===== src/rtl/load_store_unit.sv =====
// rtl/load_store_unit.sv - RV32I load/store unit with read-modify-write sub-word stores (optional LSU_MISALIGN_TRAP_EN)
module load_store_unit #(
    parameter int ADDRESS_WIDTH = 32,
    parameter int DATA_WIDTH    = 32
) (
    input  logic                     clk,
    input  logic                     rst_n,
    input  logic                     req_valid,
    output logic                     req_ready,
    input  logic                     is_store,
    input  logic [2:0]               funct3,
    input  logic [ADDRESS_WIDTH-1:0] addr,
    input  logic [DATA_WIDTH-1:0]    wdata,
    output logic                     resp_valid,
    output logic [DATA_WIDTH-1:0]    rdata,
    output logic                     err,
    output logic [ADDRESS_WIDTH-1:0] mem_A,
    output logic [DATA_WIDTH-1:0]    mem_WD,
    output logic                     mem_WE,
    input  logic [DATA_WIDTH-1:0]    mem_RD
);

    localparam logic [2:0] S_IDLE   = 3'd0;
    localparam logic [2:0] S_LOAD   = 3'd1;
    localparam logic [2:0] S_RMW_RD = 3'd2;
    localparam logic [2:0] S_WRITE  = 3'd3;
    localparam logic [2:0] S_RESP   = 3'd4;

    logic [2:0]               state;
    logic                     st_q;
    logic [2:0]               f3_q;
    logic [ADDRESS_WIDTH-1:0] addr_q;
    logic [DATA_WIDTH-1:0]    wdata_q;
    logic [DATA_WIDTH-1:0]    word_q;
    logic [DATA_WIDTH-1:0]    rdata_q;
    logic                     err_q;

    logic                     accept;
    logic                     is_half;
    logic                     is_word;
    logic                     f3_ok;
    logic                     reject;
    logic [ADDRESS_WIDTH-1:0] addr_eff;
    logic [4:0]               lane_shift;
    logic [DATA_WIDTH-1:0]    rd_shifted;
    logic [DATA_WIDTH-1:0]    load_ext;
    logic [DATA_WIDTH-1:0]    lane_mask;
    logic [DATA_WIDTH-1:0]    store_word;

    assign accept  = req_valid && req_ready;
    assign is_half = (funct3[1:0] == 2'b01);
    assign is_word = (funct3[1:0] == 2'b10);

    // Decode legality and effective address of the request being offered
    always_comb begin
        if (is_store)
            f3_ok = (funct3 == 3'b000) || (funct3 == 3'b001) || (funct3 == 3'b010);
        else
            f3_ok = (funct3 == 3'b000) || (funct3 == 3'b001) || (funct3 == 3'b010)
                 || (funct3 == 3'b100) || (funct3 == 3'b101);
        addr_eff = addr;
`ifdef LSU_MISALIGN_TRAP_EN
        reject = !f3_ok || (is_half && addr[0]) || (is_word && (addr[1:0] != 2'b00));
`else
        reject = !f3_ok;
        if (is_half) addr_eff[0]   = 1'b0;
        if (is_word) addr_eff[1:0] = 2'b00;
`endif
    end

    assign lane_shift = {addr_q[1:0], 3'b000};
    assign rd_shifted = mem_RD >> lane_shift;

    // Extract and extend the addressed byte/halfword of the word read in LOAD
    always_comb begin
        case (f3_q)
            3'b000:  load_ext = {{(DATA_WIDTH-8){rd_shifted[7]}}, rd_shifted[7:0]};
            3'b100:  load_ext = {{(DATA_WIDTH-8){1'b0}}, rd_shifted[7:0]};
            3'b001:  load_ext = {{(DATA_WIDTH-16){rd_shifted[15]}}, rd_shifted[15:0]};
            3'b101:  load_ext = {{(DATA_WIDTH-16){1'b0}}, rd_shifted[15:0]};
            default: load_ext = mem_RD;
        endcase
    end

    // Merge store data into the captured word; full words bypass the merge
    always_comb begin
        if (f3_q[1:0] == 2'b00)
            lane_mask = DATA_WIDTH'(8'hFF) << lane_shift;
        else
            lane_mask = DATA_WIDTH'(16'hFFFF) << lane_shift;
        if (f3_q[1:0] == 2'b10)
            store_word = wdata_q;
        else
            store_word = (word_q & ~lane_mask) | ((wdata_q << lane_shift) & lane_mask);
    end

    // Control FSM and request/response registers
    always_ff @(posedge clk or negedge rst_n) begin
        if (!rst_n) begin
            state   <= S_IDLE;
            st_q    <= 1'b0;
            f3_q    <= 3'b000;
            addr_q  <= '0;
            wdata_q <= '0;
            word_q  <= '0;
            rdata_q <= '0;
            err_q   <= 1'b0;
        end else begin
            case (state)
                S_IDLE: begin
                    if (accept) begin
                        st_q    <= is_store;
                        f3_q    <= funct3;
                        addr_q  <= addr_eff;
                        wdata_q <= wdata;
                        rdata_q <= '0;
                        err_q   <= reject;
                        if (reject)       state <= S_RESP;
                        else if (!is_store) state <= S_LOAD;
                        else if (is_word) state <= S_WRITE;
                        else              state <= S_RMW_RD;
                    end
                end
                S_LOAD: begin
                    rdata_q <= load_ext;
                    state   <= S_RESP;
                end
                S_RMW_RD: begin
                    word_q <= mem_RD;
                    state  <= S_WRITE;
                end
                S_WRITE: state <= S_RESP;
                default: state <= S_IDLE;
            endcase
        end
    end

    assign req_ready  = (state == S_IDLE);
    assign resp_valid = (state == S_RESP);
    assign err        = (state == S_RESP) && err_q;
    assign rdata      = (state == S_RESP && !st_q && !err_q) ? rdata_q : '0;
    assign mem_A      = (state == S_LOAD || state == S_RMW_RD || state == S_WRITE)
                        ? {2'b00, addr_q[ADDRESS_WIDTH-1:2]} : '0;
    assign mem_WE     = (state == S_WRITE);
    assign mem_WD     = (state == S_WRITE) ? store_word : '0;

endmodule


===== config.mk =====
export PLATFORM = sky130hd
export DESIGN_NAME = load_store_unit
export DESIGN_NICKNAME = d
export VERILOG_FILES = /design/src/rtl/load_store_unit.sv
export SDC_FILE = /design/constraint.sdc
export NUM_CORES = 1
export LEC_CHECK = 0
export ABC_AREA = 1
export ABC_CLOCK_PERIOD_IN_PS = 1600
export BUFFER_PORTS_ARGS = -buffer_cell sky130_fd_sc_hd__buf_2
export CAP_MARGIN = 20
export CORE_ASPECT_RATIO = 1.5
export CORE_MARGIN = 1
export CORE_UTILIZATION = 45
export DETAILED_ROUTE_END_ITERATION = 6
export PLACE_DENSITY = 0.72
export SYNTH_ARGS = -nofsm -noshare
export SYNTH_HDL_FRONTEND = slang
export SYNTH_SLANG_ARGS = --single-unit

===== constraint.sdc =====
create_clock -name clk -period 1.6 [get_ports clk]
set_clock_uncertainty 0.1 [all_clocks]
set_input_delay 0.32 -clock clk [delete_from_list [all_inputs] [get_ports clk]]
set_output_delay 0.32 -clock clk [all_outputs]
set_load 0.1 [all_outputs]

==> results.cfg, run 1 <==
[status]
status = finished, violations left
violations = DRC, hold timing, setup timing

[floorplan]
rows = 57
die_h_um = 160.1
num_io_pins = 203
die_area_mm2 = 0.01719
core_mm2 = 0.01626
die_x_um = 107.4
start_util_pct = 46.11

[critical_path]
arrival_ps = 1970
end_kind = output port
crit_slowest_cell = dfrtp_1
critPathBufInv = 2
cp.depth = 8
cp_cell_sequence = nor2_4 -> nand2_4 -> nand2_8 -> nor2_2 -> o21ai_1 -> nand2_1 -> clkinvlp_4 -> buf_12
start_kind = flip-flop
crit_fanout = 8
r2r_cells = 9
critPathMaxStageDelay_ps = 440
r2r-start = state[0]$_DFFE_PN0P_
cp_top_family = simple AND/OR/NAND/NOR gates
cp-startpoint = f3_q[0]$_DFFE_PN0P_
crit_required_ps = 1180
worstSetupEndpoint = mem_WD[13]
crit_type = flip-flop to output port
worst_r2r_endpoint = word_q[11]$_DFFE_PN0N_
r2r_slack_ps = -210

[layout]
drive_gt1_share_pct = 43.73
postLayoutCoreUtil_pct = 83.19
fin_nets = 1501
mostFrequentLayoutCell = nand2_1
syn_to_final_growth_pct = 80.41
n_fill_cell = 858
final_cell_area_mm2 = 0.01353
post_layout_nonfiller_instances = 1622
layout_common_cells = nand2_1, dfrtp_1, buf_12

[power_and_ir_drop]
clockPowerShare_pct = 12.4
internal-power_mw = 15.50
power_frac_seq_pct = 20.4
leakage_nw = 6.372
combPwrFrac_pct = 67.2
total_power_mw = 31.53
switching_share_pct = 50.83
p_per_area_mw_per_mm2 = 2330
switching_power_mw = 16.03
ir_drop_mv = 1.799

[clock_tree]
clk_pin_slew_ps = 60
cts-root-buf = clkbuf_16
cts_num_sinks = 136
h-tree-depth = 4
cts_buffers = 17
cts_tree = built
clk_latency_ps = 420
cts_max_path_buffers = 2

[sta]
drv_slew = 0
finalSetupViolCount = 213
hold_viol = 2
period_needed_ps = 2386
fin_hold_ws_ps = -1.080
period_share_pct = 149.1
setup_slack_ps = -785.8
rsz0062_at_grt = true
max_freq_mhz = 419.2
setup_tns_ps = -78610

[route]
num_vias = 8962
wl_um = 32040
ant_nets = 0
drt_pass1_iterations = 7
drcViolationCount = 30
drtIter0Drc = 999
routedWlPerCell_um = 19.75
viasPerCell = 5.525

[place]
post-dp-hpwl_um = 18540
placed_cells = 1537
place_area_mm2 = 0.01159
place.port_buffers = 200
routabilityCongestion = 0.9394

[global_route]
grt_usage_pct = 32.45
gr-total-overflow = 0
antenna_found_initial = 5
grt_max_degree = 44
grt_pass1_vias = 8373
grt_pass1_wl_um = 42920

[yosys]
synthesis.instances = 1097
synth_warnings = 0
yosys.area.top_type = dfrtp_1
yosysTopAreaCellShare_pct = 45.39
synth.distinct_cells = 26
avgSynthCellArea_um2 = 6.835
synth_area_mm2 = 0.007498
synthTopCellsByArea = dfrtp_1, nand2_1, o21ai_0
yosysSeqAreaShare_pct = 45.39
ys_seq_elements = 136

[worst_hold_path]
hold_depth = 3
hp-class = input pin to flip-flop

[flow_run]
maxCapViolCount = 0
-- synth_stat cells --
library cell  count
buf_1             3
buf_6             4
inv_1           141
a21oi_2           2
a21oi_1          27
nand2_1         377
nor2_4            4
nand2_4           2
clkbuf_1         23
conb_1            1
nand3_4           1
or2_2             8
buf_2            15
nor2_1          132
o21bai_1          1
o21ai_1          12
o21ai_0         117
dfrtp_1         136
inv_2             4
o22ai_1           1
nand4_1           1
nand2_2           4
inv_4             1
nand3_1          66
buf_4            13
and3_1            1
-- sequential cells by signal, indices dropped and copies added (netlist names) --
name,count
addr_q,32
rdata_q,32
wdata_q,32
word_q,32
f3_q,3
state,3
err_q,1
st_q,1
-- layer usage --
metal,vias to the layer above,track usage [%],wire length [um]
met1,4251,35.91,11050
met5,-,0,0
li1,3971,-,-
met4,0,22.23,2470
met2,558,55.89,16120
met3,182,5.633,2399
-- what timing repair did --
action / in CTS / in global routing
buffers inserted: 14 / 24
gates cloned: 7 / 15
resized for setup: 90 / 171
hold endpoints to repair: 22 / 1
setup endpoints to repair: 201 / 229
pin swaps: 18 / 33
hold buffers: 4 / 1
-- how the worst min path moves through the flow --
stage,start,slack (ps),end
6_report,wdata[28],-1,wdata_q[28]$_DFFE_PN0P_
5_1_grt,wdata[28],8,wdata_q[28]$_DFFE_PN0P_
4_1_cts,wdata[28],3,wdata_q[28]$_DFFE_PN0P_
3_5_place_dp,rst_n,160,addr_q[9]$_DFFE_PN0P_
3_3_place_gp,rst_n,150,addr_q[21]$_DFFE_PN0P_
2_1_floorplan,rst_n,-80,addr_q[0]$_DFFE_PN0P_
-- area by class of cell --
type	instances	area [um2]	share of cell area, %
multi-input combinational	759	4420	32.68
timing repair buffer	337	4194	31.00
sequential	136	3408	25.19
inverter	146	645.6	4.772
clock buffer	20	466.7	3.450
tap	206	257.7	1.905
clock inverter	12	117.6	0.8694
antenna	5	12.51	0.09249
timing repair inverter	1	5.005	0.03700
-- worst min-delay path: cells and delay by family --
| kind | cells | cell delay [ps] |
|---|---|---|
| buffers and inverters | 1 | 80 |
| AND/OR/NAND/NOR | 2 | 90 |
-- power groups by stage --
| stage | Clock [mW] | Sequential, mW | Combinational, mW |
|---|---|---|---|
| 6_report | 3.90 | 6.43 | 21.2 |
| 5_1_grt | 4.04 | 6.51 | 22.3 |
| 4_1_cts | 3.86 | 6.14 | 18.8 |
| 3_5_place_dp | 0 | 6.14 | 16.9 |
| 3_3_place_gp | 0 | 6.10 | 16.6 |
| 2_1_floorplan | 0 | 5.72 | 11.5 |
-- stage by stage --
step	hold slack (ps)	setup WS [ps]
global placement	152.7	-305.8
floorplan	-75.59	-869.6
finish	-1.080	-785.8
CTS	2.774	-702.2
detailed placement	163.1	-351.5
global route	8.115	-861.5
-- cells by family (layout without fill, tap and decap cells) --
family / after synthesis / count (layout) / share of synthesized area (%)
simple gates: 596 / 597 / 32.19
buf+inv: 204 / 516 / 11.55
flops: 136 / 136 / 45.39
compound gates: 160 / 160 / 10.83
other cells: 1 / 7 / 0.05001
No activity file was read; power rests on OpenSTA's default activity.
==> run 2, diff against run 1 <==
--- a/config.mk
+++ b/config.mk
@@ -6,14 +6,15 @@
 export NUM_CORES = 1
 export LEC_CHECK = 0
 export ABC_AREA = 1
-export ABC_CLOCK_PERIOD_IN_PS = 1600
+export ABC_CLOCK_PERIOD_IN_PS = 3000
 export BUFFER_PORTS_ARGS = -buffer_cell sky130_fd_sc_hd__buf_2
 export CAP_MARGIN = 20
 export CORE_ASPECT_RATIO = 1.5
 export CORE_MARGIN = 1
 export CORE_UTILIZATION = 45
+export CTS_CLUSTER_DIAMETER = 200
 export DETAILED_ROUTE_END_ITERATION = 6
-export PLACE_DENSITY = 0.72
+export PLACE_DENSITY = 0.69
 export SYNTH_ARGS = -nofsm -noshare
 export SYNTH_HDL_FRONTEND = slang
 export SYNTH_SLANG_ARGS = --single-unit
==> constraint.sdc (replaced) <==
create_clock -name clk -period 3 [get_ports clk]
set_clock_uncertainty 0.1 [all_clocks]
set_input_delay 0.6 -clock clk [delete_from_list [all_inputs] [get_ports clk]]
set_output_delay 0.6 -clock clk [all_outputs]
set_load 0.1 [all_outputs]
==> run 2 against run 1 <==
Effect of this change:
- the flow now finishes without violations
- critical path depth unchanged
- clock-buffer cell count up 1
- setup slack better by 960 ps
- wire length down 31%
- hold slack better by 89 ps
- sequential power down 49%
- highest routed layer is now met5
==> results.cfg, run 2 (same netlist as run 1, synthesis figures left out) <==
[sta]
hold_viol = 0
period_share_pct = 94.20
max_freq_mhz = 353.8
rsz0062_at_grt = false
setup_tns_ps = 0
finalSetupViolCount = 0
period_needed_ps = 2826
drv_slew = 0
fin_hold_ws_ps = 88.41
tightest_slew_ps = 797.4
slew_headroom_pct = 46.76

[place]
placed_cells = 1468
routabilityCongestion = 0.9451
place.port_buffers = 200
post-dp-hpwl_um = 16720

[route]
drtIter0Drc = 445
num_vias = 7410
routedWlPerCell_um = 14.69
drt_pass1_iterations = 6
wl_um = 22040
viasPerCell = 4.940
ant_nets = 0
drcViolationCount = 0

[power_and_ir_drop]
clockPowerShare_pct = 19.1
ir_drop_mv = 0.8525
combPwrFrac_pct = 54.4
power_frac_seq_pct = 26.5
internal-power_mw = 5.933
switching_share_pct = 51.67
switching_power_mw = 6.343
leakage_nw = 5.444
p_per_area_mw_per_mm2 = 1211

[critical_path]
crit_slowest_cell = dfrtp_1
worst_r2r_endpoint = wdata_q[3]$_DFFE_PN0P_
r2r-start = state[0]$_DFFE_PN0P_
crit_fanout = 18
arrival_ps = 2130
cp_cell_sequence = buf_4 -> nor2_4 -> inv_1 -> nand2_2 -> inv_1 -> o21ai_0 -> nor2_4 -> clkbuf_4
crit_required_ps = 2300
crit_type = flip-flop to output port
start_kind = flip-flop
end_kind = output port
r2r_cells = 8
critPathMaxStageDelay_ps = 420
r2r_slack_ps = 920

[clock_tree]
cts_num_sinks = 136
h-tree-depth = 4
clk_latency_ps = 410
cts-root-buf = clkbuf_16
cts_buffers = 17
cts_setup_buffers = 0
cts_max_path_buffers = 2
cts_tree = built
clk_pin_slew_ps = 50

[layout]
ff_latch_area_mm2 = 0.003405
n_fill_cell = 1497
multiInputGateArea_mm2 = 0.003531
syn_to_final_growth_pct = 35.16
drive_gt1_share_pct = 25.50
layout_common_cells = nand2_1, buf_2, inv_1
antenna_cells = 0
mostFrequentLayoutCell = nand2_1
fin_nets = 1384
post_layout_nonfiller_instances = 1500

[flow_run]
maxCapViolCount = 0

[floorplan]
die_area_mm2 = 0.01719
num_io_pins = 203
rows = 57
die_h_um = 160.1
core_mm2 = 0.01626
start_util_pct = 46.11
die_x_um = 107.4

[global_route]
grt_pass1_vias = 7123
gr-total-overflow = 0
grt_max_degree = 83
grt_usage_pct = 26.82
antenna_found_initial = 1
grt_pass1_wl_um = 35490

[worst_hold_path]
hp-class = input pin to asynchronous set/reset pin

[status]
status = finished clean
[run 2: cell count changes in the layout (fill, tap and decap cells not counted), moves of 47 or more]
| cell | before | now |
|---|---|---|
| buf_12 | 125 | 38 |
| buf_2 | 101 | 166 |
| buf_4 | 68 | 17 |
| nand2_1 | 322 | 376 |
| nor2_1 | 36 | 83 |
| nor2_4 | 87 | 36 |
| o21ai_0 | 53 | 117 |
[run 2: worst max-delay path by stage]
stage | from | endpoint | slack [ps] | depth (start not counted)
floorplan | state[1]$_DFFE_PN0P_ | rdata[12] | 20 | 6
global route | addr_q[0]$_DFFE_PN0P_ | mem_WD[7] | 20 | 8
finish | addr_q[0]$_DFFE_PN0P_ | mem_WD[7] | 170 | 8
CTS | addr_q[1]$_DFFE_PN0P_ | mem_WD[17] | 30 | 7
global placement | addr_q[1]$_DFFE_PN0P_ | mem_WD[23] | 540 | 7
detailed placement | addr_q[1]$_DFFE_PN0P_ | mem_WD[17] | 480 | 7
[run 2: repair_timing]
item | in CTS | in global routing
resized for setup | 0 | 3
hold buffers | 0 | 0
endpoints found under the setup margin | 0 | 10
[run 2: routing by layer]
metal / wire (um) / GRT usage, % / share of wire [%] / vias up
met5: 8 / 0 / 0.036 / -
met4: 961 / 12.70 / 4.4 / 2
met3: 1423 / 5.918 / 6.5 / 65
met2: 11000 / 46.01 / 50 / 287
met1: 8644 / 31.46 / 39 / 3342
li1: - / - / - / 3714
[run 2: area by class of cell]
| class | count | share of cell area, % |
|---|---|---|
| multi-input cells | 758 | 34.84 |
| flip-flops and latches | 136 | 33.59 |
| repair buffers | 222 | 17.04 |
| inverters | 146 | 5.432 |
| clock buffers | 21 | 4.642 |
| well taps | 206 | 2.543 |
| clock inverters | 11 | 1.914 |
[run 2: critical path, delay by kind of cell (launching register included)]
kind,cells,cell delay [ps]
buf+inv,4,690
flops,1,420
compound gates,1,310
simple gates,3,280
[run 2: power groups by stage]
stage	clock (mW)	combinational (mW)	sequential, mW
after global placement	0	6.55	3.24
after detailed placement	0	6.65	3.26
final	2.34	6.68	3.26
after floorplan	0	5.37	3.04
after global routing	2.46	7.34	3.35
after CTS	2.38	6.69	3.24
[run 2: metrics by stage]
stage	util, %	setup slack [ps]	power (mW)	area [um2]
5_1_grt	62.33	21.32	13.15	10130
4_1_cts	62.26	26.98	12.31	10120
3_3_place_gp	58.17	544.5	9.794	9459
2_1_floorplan	-	17.13	8.408	7789
6_report	62.33	173.9	12.28	10130
3_5_place_dp	58.17	480.2	9.905	9459
==> run 3, diff against run 2 <==
--- a/config.mk
+++ b/config.mk
@@ -12,6 +12,7 @@
 export CORE_ASPECT_RATIO = 1.5
 export CORE_MARGIN = 1
 export CORE_UTILIZATION = 45
+export CTS_BUF_LIST = sky130_fd_sc_hd__clkbuf_8
 export CTS_CLUSTER_DIAMETER = 200
 export DETAILED_ROUTE_END_ITERATION = 6
 export PLACE_DENSITY = 0.69
==> run 3 against run 2 <==
Effect of this change:
- sequential cell count did not move
- clock power fell by 24%
- final cell count did not move
- design area fell by 1.9%
- clock-buffer cell count fell by 1
- first-iteration DRC count fell by 5.8%
- die area did not move
- global-route usage fell by 0.21 points
- setup slack improved by 6.9 ps
- core utilization fell by 1.2 points
- wire length fell by 1.0%
- sequential share of layout area rose by 0.65 points
- critical path type unchanged
- largest power group unchanged
==> results.cfg, run 3 (same netlist as run 1, synthesis figures left out) <==
[status]
status = finished clean

[power_and_ir_drop]
ir_drop_mv = 0.8300
leakage_nw = 5.361
p_per_area_mw_per_mm2 = 1178
total_power_mw = 11.71

[flow_run]
maxCapViolCount = 0

[global_route]
grt_pass1_vias = 7130
grt_usage_pct = 26.61
grt_max_degree = 83
grt_pass1_wl_um = 35260
antenna_found_initial = 1
gr-total-overflow = 0

[critical_path]
cp.depth = 7
arrival_ps = 2120
r2r_slack_ps = 910
crit_fanout = 18
crit_required_ps = 2300
cp_top_family = compound AO/OA/AOI/OAI gates
critPathBufInv = 3
cp-startpoint = addr_q[0]$_DFFE_PN0P_
r2r-start = state[0]$_DFFE_PN0P_
r2r_cells = 8
critPathMostFrequentCell = o21ai_0
end_kind = output port
crit_slowest_cell = dfrtp_1
critPathMaxStageDelay_ps = 430
crit_type = flip-flop to output port
start_kind = flip-flop
cp_cell_sequence = buf_4 -> o21ai_0 -> nor2_1 -> o21ai_0 -> nand2_1 -> inv_1 -> buf_12

[clock_tree]
h-tree-depth = 4
cts_tree = built
cts_max_path_buffers = 2
cts_num_sinks = 136
clk_pin_slew_ps = 80
cts-root-buf = clkbuf_8
clk_latency_ps = 440
cts_buffers = 17

[floorplan]
start_util_pct = 46.11
core_mm2 = 0.01626
die_x_um = 107.4
num_io_pins = 203
die_area_mm2 = 0.01719
die_h_um = 160.1
rows = 57

[route]
ant_nets = 0
drcViolationCount = 0
wl_um = 21820
viasPerCell = 4.956
drtIter0Drc = 419
num_vias = 7434
drt_pass1_iterations = 5
routedWlPerCell_um = 14.55

[layout]
fin_nets = 1384
antenna_cells = 0
layout_common_cells = nand2_1, buf_2, inv_1
post_layout_nonfiller_instances = 1500
mostFrequentLayoutCell = nand2_1
drive_gt1_share_pct = 25.50
syn_to_final_growth_pct = 32.60

[sta]
period_needed_ps = 2819
max_freq_mhz = 354.7
hold_viol = 0
fin_hold_ws_ps = 59.16
period_share_pct = 93.97
setup_tns_ps = 0
rsz0062_at_grt = false
drv_slew = 0
tightest_slew_ps = 803.5
slew_headroom_pct = 46.36
finalSetupViolCount = 0

[worst_hold_path]
hp-class = input pin to asynchronous set/reset pin

[place]
place.port_buffers = 200
post-dp-hpwl_um = 16720
routabilityCongestion = 0.9451
placed_cells = 1468
-- run 3: final cells by class --
class | count | area, um2
Multi-Input combinational cell | 758 | 3531
Tap cell | 206 | 257.7
Sequential cell | 136 | 3405
Fill cell | 1541 | 6317
Inverter | 146 | 550.5
Clock buffer | 20 | 275.3
Clock inverter | 12 | 197.7
Timing Repair Buffer | 222 | 1727
-- run 3: layer usage --
| metal | vias up | GRT usage [%] | routed length, um |
|---|---|---|---|
| li1 | 3712 | - | - |
| met1 | 3362 | 30.94 | 8517 |
| met2 | 297 | 46.10 | 10960 |
| met3 | 61 | 5.633 | 1500 |
| met4 | 2 | 12.64 | 833 |
| met5 | - | 0 | 8 |
-- run 3: report_power, final --
part	internal, mW	switching, mW
combinational	1.67	5.00
sequential	2.71	0.532
clock	1.06	0.736
-- run 3: worst register-to-register path: cells and delay by family, from the launching register on --
kind | cells | cell delay, ps
simple gates | 5 | 740
buf+inv | 3 | 800
flops | 1 | 400
-- run 3: path summary, 6_finish.rpt --
| path | endpoint |
|---|---|
| worst max register to register | wdata_q[3]$_DFFE_PN0P_ |
| min in group clk | wdata_q[30]$_DFFE_PN0P_ |
| max in group asynchronous | addr_q[1]$_DFFE_PN0P_ |
| worst max-delay path | mem_WD[14] |
| worst min-delay path | addr_q[2]$_DFFE_PN0P_ |
| worst min register to register | wdata_q[31]$_DFFE_PN0P_ |
-- run 3: through the flow --
step,worst slack [ps],util (%),area [um2]
after global routing,23.51,61.15,9943
after global placement,544.5,58.17,9459
after CTS,38.75,61.13,9940
after detailed placement,480.2,58.17,9459
after floorplan,17.13,-,7789
final,180.8,61.15,9943
-- run 3: repair_timing --
action / in CTS / in global routing
resized for setup: 1 / 3
buffers inserted: 0 / 0
endpoints found under the setup margin: 2 / 3
hold buffers: 0 / 0
